## src/rtl/mem_read_arbiter.sv

```systemverilog
// Round-robin arbiter sharing one fixed-latency video-memory read port between
// several render-engine read channels, one outstanding access at a time.
module mem_read_arbiter #(
    parameter int NUM_CH      = 4,
    parameter int ADDR_BITS   = 16,
    parameter int DATA_BITS   = 16,
    parameter int MEM_LATENCY = 1
) (
    input  logic                          CLK,
    input  logic                          RSTb,
    input  logic [NUM_CH*ADDR_BITS-1:0]   ch_address,
    input  logic [NUM_CH-1:0]             ch_rvalid,
    output logic [NUM_CH-1:0]             ch_rready,
    output logic [DATA_BITS-1:0]          ch_data,
    output logic [ADDR_BITS-1:0]          mem_address,
    output logic                          mem_rd,
    input  logic [DATA_BITS-1:0]          mem_data,
    output logic                          busy
);

    localparam int GW = $clog2(NUM_CH);
    localparam int CW = $clog2(MEM_LATENCY + 1);
    localparam logic [NUM_CH-1:0] ONE = NUM_CH'(1);

    typedef enum logic [1:0] {ARB, ISSUE, WAIT, RESP} state_t;

    state_t          state;
    logic [GW-1:0]   grant;
    logic [GW-1:0]   last_grant;
    logic [GW-1:0]   pick;
    logic [GW-1:0]   idx;
    logic            found;
    logic [CW-1:0]   cnt;
    logic [ADDR_BITS-1:0] addr_arr [NUM_CH];

    for (genvar i = 0; i < NUM_CH; i++) begin : g_addr
        assign addr_arr[i] = ch_address[i*ADDR_BITS +: ADDR_BITS];
    end

    // Search starts one past the last winner and wraps, so the last winner
    // is considered only when nobody else is requesting.
    always_comb begin
        pick  = last_grant;
        found = 1'b0;
        idx   = '0;
        for (int k = 1; k <= NUM_CH; k++) begin
            idx = GW'((int'(last_grant) + k) % NUM_CH);
            if (!found && ch_rvalid[idx]) begin
                found = 1'b1;
                pick  = idx;
            end
        end
    end

    assign busy = (state != ARB);

    always_ff @(posedge CLK or negedge RSTb) begin
        if (!RSTb) begin
            state       <= ARB;
            grant       <= '0;
            last_grant  <= GW'(NUM_CH - 1);
            cnt         <= '0;
            mem_rd      <= 1'b0;
            mem_address <= '0;
            ch_rready   <= '0;
            ch_data     <= '0;
        end else begin
            case (state)
                ARB: begin
                    ch_rready <= '0;
                    if (found) begin
                        grant       <= pick;
                        last_grant  <= pick;
                        mem_address <= addr_arr[pick];
                        mem_rd      <= 1'b1;
                        state       <= ISSUE;
                    end
                end
                ISSUE: begin
                    mem_rd <= 1'b0;
                    cnt    <= CW'(MEM_LATENCY - 1);
                    state  <= WAIT;
                end
                WAIT: begin
                    // mem_data is only meaningful in the cycle the count reaches zero.
                    if (cnt == '0) begin
                        ch_data   <= mem_data;
                        ch_rready <= ONE << grant;
                        state     <= RESP;
                    end else begin
                        cnt <= cnt - CW'(1);
                    end
                end
                RESP: begin
                    ch_rready <= '0;
                    state     <= ARB;
                end
                default: state <= ARB;
            endcase
        end
    end

    a_rready_onehot: assert property (@(posedge CLK) disable iff (!RSTb) $onehot0(ch_rready));
    a_rready_resp:   assert property (@(posedge CLK) disable iff (!RSTb) (|ch_rready) |-> (state == RESP));
    a_rd_issue:      assert property (@(posedge CLK) disable iff (!RSTb) mem_rd |-> (state == ISSUE));

endmodule

```

## config.mk

```make
export PLATFORM = sky130hd
export DESIGN_NAME = mem_read_arbiter
export DESIGN_NICKNAME = d
export VERILOG_FILES = /design/src/rtl/mem_read_arbiter.sv
export SDC_FILE = /design/constraint.sdc
export NUM_CORES = 1
export LEC_CHECK = 0
export ABC_AREA = 1
export CAP_MARGIN = 10
export CORE_UTILIZATION = 42
export CTS_CLUSTER_DIAMETER = 80
export DETAILED_ROUTE_END_ITERATION = 8
export HOLD_SLACK_MARGIN = 0.12
export PLACE_DENSITY = 0.81
export SETUP_SLACK_MARGIN = 0.05
export SYNTH_ARGS = -nofsm -noshare
export SYNTH_HDL_FRONTEND = slang
export SYNTH_SLANG_ARGS = --single-unit
```

## constraint.sdc

```tcl
create_clock -name CLK -period 2.1 [get_ports CLK]
set_clock_uncertainty 0.1 [all_clocks]
set_input_delay 0.525 -clock CLK [delete_from_list [all_inputs] [get_ports CLK]]
set_output_delay 0.525 -clock CLK [all_outputs]
set_load 0.02 [all_outputs]
```

==> out/results.txt, run 1 <==
portion of synthesized cell area occupied by the leading cell type: 38.2%
capture point of the worst reg-to-reg path: mem_address[12]
library cell occupying the most area in the post-synthesis netlist: sky130_fd_sc_hd__dfrtp_1
detailed-routed wire length on met2: 4.35 mm
placer's final routability congestion estimate: 0.844
total length of routed wires: 8.59 mm
worst slew margin relative to its limit: 58.0%
sequential share of power: 18.1%
# placed instances: 548
global route total overflow: 0
overall track demand over capacity in global routing: 23.8%
number of buffers and inverters on the critical path: 2
die height: 82.0 um
iteration-0 DRC count of the detailed router: 227
actual slew at the worst max-slew pin: 0.629 ns
post-layout utilization of the core: 74.8%
kind of launch point of the worst setup path: flip-flop
routed via count: 3042
count of synthesis-stage warnings from yosys: 0
mean area per synthesized cell: 7.51 sq um
commonest non-fill, non-tap cells in the layout: sky130_fd_sc_hd__clkdlybuf4s50_1, sky130_fd_sc_hd__nand2_1, sky130_fd_sc_hd__nand3_1, sky130_fd_sc_hd__dfrtp_1, sky130_fd_sc_hd__inv_1
net count of the mapped netlist: 449
fraction of power consumed by the clock network: 6.5%
critical path's largest stage delay: 0.61 ns
minimum clock period: 2.06 ns
P per Cell Area: 1910 nW/um^2
top layer used by detailed routing: met4
I/O pin cnt: 124
initial antenna violation count: 0
switching part of the total power: 48.9%
netlist area before placement: 2690 sq um
sequential share of the synthesized area: 40.1%
Pint: 0.00443 W
endpoint required time on the critical path: 2.18 ns
overall die area: 6730 sq um
number of instances in the synthesized netlist: 358
Initial Utilization: 44.4%
clock insertion delay at the later pin of the skew report: 0.29 ns
leading cell type in the layout, fill and taps excluded: sky130_fd_sc_hd__clkdlybuf4s50_1
net switching power of the design: 0.00424 W
ratio of final minimum period to clock period: 98.2%
drt pass-1 iters: 5
H-Tree Depth: 2
Top delay family on crit path: simple AND/OR/NAND/NOR gates
clock-pin slew reported for the worst setup and hold paths after clock tree synthesis: 0.07 ns
vias per cell: 5.40
post-synthesis to final-layout area growth: 68.5%
number of rows created at floorplan: 28
number of pins with negative max-slew slack in the final report: 0
post-detailed-route DRC marker count: 0
Antenna Cells: 0
cell-by-cell listing of the critical path: clkinv_4 -> nand2_2 -> nand2_2 -> nand2_2 -> nand2_2 -> nand2_4 -> nand2_2 -> nand2_2 -> nand2_2 -> nand2_4 -> clkbuf_16 -> nand3_2 -> nand3_2 -> nand2_1
run status: finished clean
CTS tree: done
main area contributors after synthesis: sky130_fd_sc_hd__dfrtp_1, sky130_fd_sc_hd__nand3_1, sky130_fd_sc_hd__nand2_1
average wire per standard cell: 15.3 um
number of nets at the end of the flow: 578
logic depth of the worst register-to-register path: 14
maximum capacitance violations: 0
Non-Filler Instances: 563
fraction of final layout cells with drive strength greater than 1: 22.7%
Die X: 82.0 um
wire length of the first global-routing pass: 12.2 mm
startpoint of the most critical setup path: last_grant[0]
detailed-route wire length on metal 1: 3.31 mm
endpoint of the most critical setup path: mem_address[12]
detailed placement HPWL: 5.69 mm
unrepaired setup endpoints after global routing: true
maximum clock path buffer count: 2
antenna-violating nets left: 0
vias in the first global route: 2813
area of the placeable core: 6060 sq um
category of the critical setup timing path: flip-flop to flip-flop
minimum setup slack among reg-to-reg paths: 0.04 ns
hold violation count in the final report: 0
launch instance of the worst register-to-register path: last_grant[0]
arrival time at the worst endpoint: 2.14 ns
IO Port Bufs: 123
number of buffers created by CTS: 5
peak supply drop: 0.00123 V
leakage power of the design: 2.19 nW
Logic pwr share: 75.4%
setup-violating endpoint count in the final report: 0
largest fanout on the critical path: 7
maximum operating frequency: 485 MHz
Unique masters post-synth: 25
Crit path depth: 14
endpoint class of the critical path: flip-flop
worst hold path type: input pin to asynchronous set/reset pin
root buffer selected by CTS: sky130_fd_sc_hd__clkbuf_8
CP dominant cell by count: sky130_fd_sc_hd__nand2_2
cell with the largest stage delay on the worst path: sky130_fd_sc_hd__dfstp_2
FF+latch count, synth: 43
pin count of the biggest net entering global routing: 34
number of sinks on the clock net: 43
total met3 wirelength after detailed routing: 689 um
## per-layer routing
layer	up-vias	track usage (%)
met5	-	0
met4	0	8.07
met3	29	5.00
met2	176	42.0
met1	1416	28.4
li1	1421	-
## power by group through the flow
stage,Combinational [W],Clock (W),Sequential [W]
2_1_floorplan,0.00305,0,0.00193
3_3_place_gp,0.00506,0,0.00156
3_5_place_dp,0.00518,0,0.00157
4_1_cts,0.00523,0.000569,0.00155
5_1_grt,0.00706,0.000606,0.00162
6_report,0.00653,0.000563,0.00157
## Yosys cell counts, drive strengths merged
| cell type | instances |
|---|---|
| nand4 | 1 |
| dfrtp | 41 |
| a21oi | 1 |
| dfstp | 2 |
| nor2 | 4 |
| mux2 | 16 |
| inv | 44 |
| a31oi | 1 |
| nand2 | 111 |
| buf | 19 |
| ha | 5 |
| clkbuf | 1 |
| o21ai | 7 |
| nand3 | 101 |
| o31ai | 4 |
## layout make-up
class,instances,area (sq um)
clock buffers,8,100
fillers,422,1530
inverters,44,193
multi-input cells,251,1570
flip-flops and latches,43,1080
well taps,75,93.8
repair buffers,142,1500
## worst min-delay path by stage
stage,endpoint,cells after the start,slack [ns]
after floorplan,ch_data[0],0,0.13
after global placement,ch_rready[2],1,0.37
after detailed placement,mem_address[15],2,0.37
after CTS,state[0],1,0.16
after global routing,grant[1],1,0.19
final,ch_rready[1],1,0.15
## sequential cells by signal (all words and copies together), names as in the netlist
signal	count
state	2
ch_data	16
mem_rd	1
grant	2
ch_rready	4
mem_address	16
last_grant	2
## what timing repair did
item	in CTS	in global routing
gates resized for setup	3	74
hold buffers	0	0
setup buffers	2	2
cloned	0	3
endpoints found under the setup margin	16	23
pin swaps	0	27
## worst register-to-register path, delay by kind of cell, from the launching register on
kind | cells | cell delay [ns]
buffers and inverters | 2 | 0.32
flip-flops | 1 | 0.61
AND/OR/NAND/NOR | 12 | 0.93
## stage by stage
step           total power (W)  setup TNS [ns]  cell area [sq um]  hold slack, ns  setup slack (ns)
5_1_grt                0.00928          -0.787               4530           0.192           -0.0749
6_report               0.00866               0               4530           0.146            0.0383
2_1_floorplan          0.00498               0               2690           0.129             0.259
3_5_place_dp           0.00674           -4.16               4030           0.370            -0.243
3_3_place_gp           0.00662           -3.26               4030           0.365            -0.193
4_1_cts                0.00735               0               4140           0.160            0.0451
## cells by family after synthesis
family | share of synthesized area, %
and+or+nand+nor | 36.6
buffers and inverters | 11.4
DFF | 40.1
adders and majority gates | 2.33
AOI/OAI and AO/OA | 2.84
muxes | 6.70
(Power assumes the default switching activity.)
==> run 2, diff against run 1 <==
--- a/config.mk
+++ b/config.mk
@@ -13,6 +13,7 @@
 export HOLD_SLACK_MARGIN = 0.12
 export PLACE_DENSITY = 0.81
 export SETUP_SLACK_MARGIN = 0.05
+export SLEW_MARGIN = 20
 export SYNTH_ARGS = -nofsm -noshare
 export SYNTH_HDL_FRONTEND = slang
 export SYNTH_SLANG_ARGS = --single-unit
==> results of run 2 <==
Final layout, timing and power as in run 1 (identical DEF).
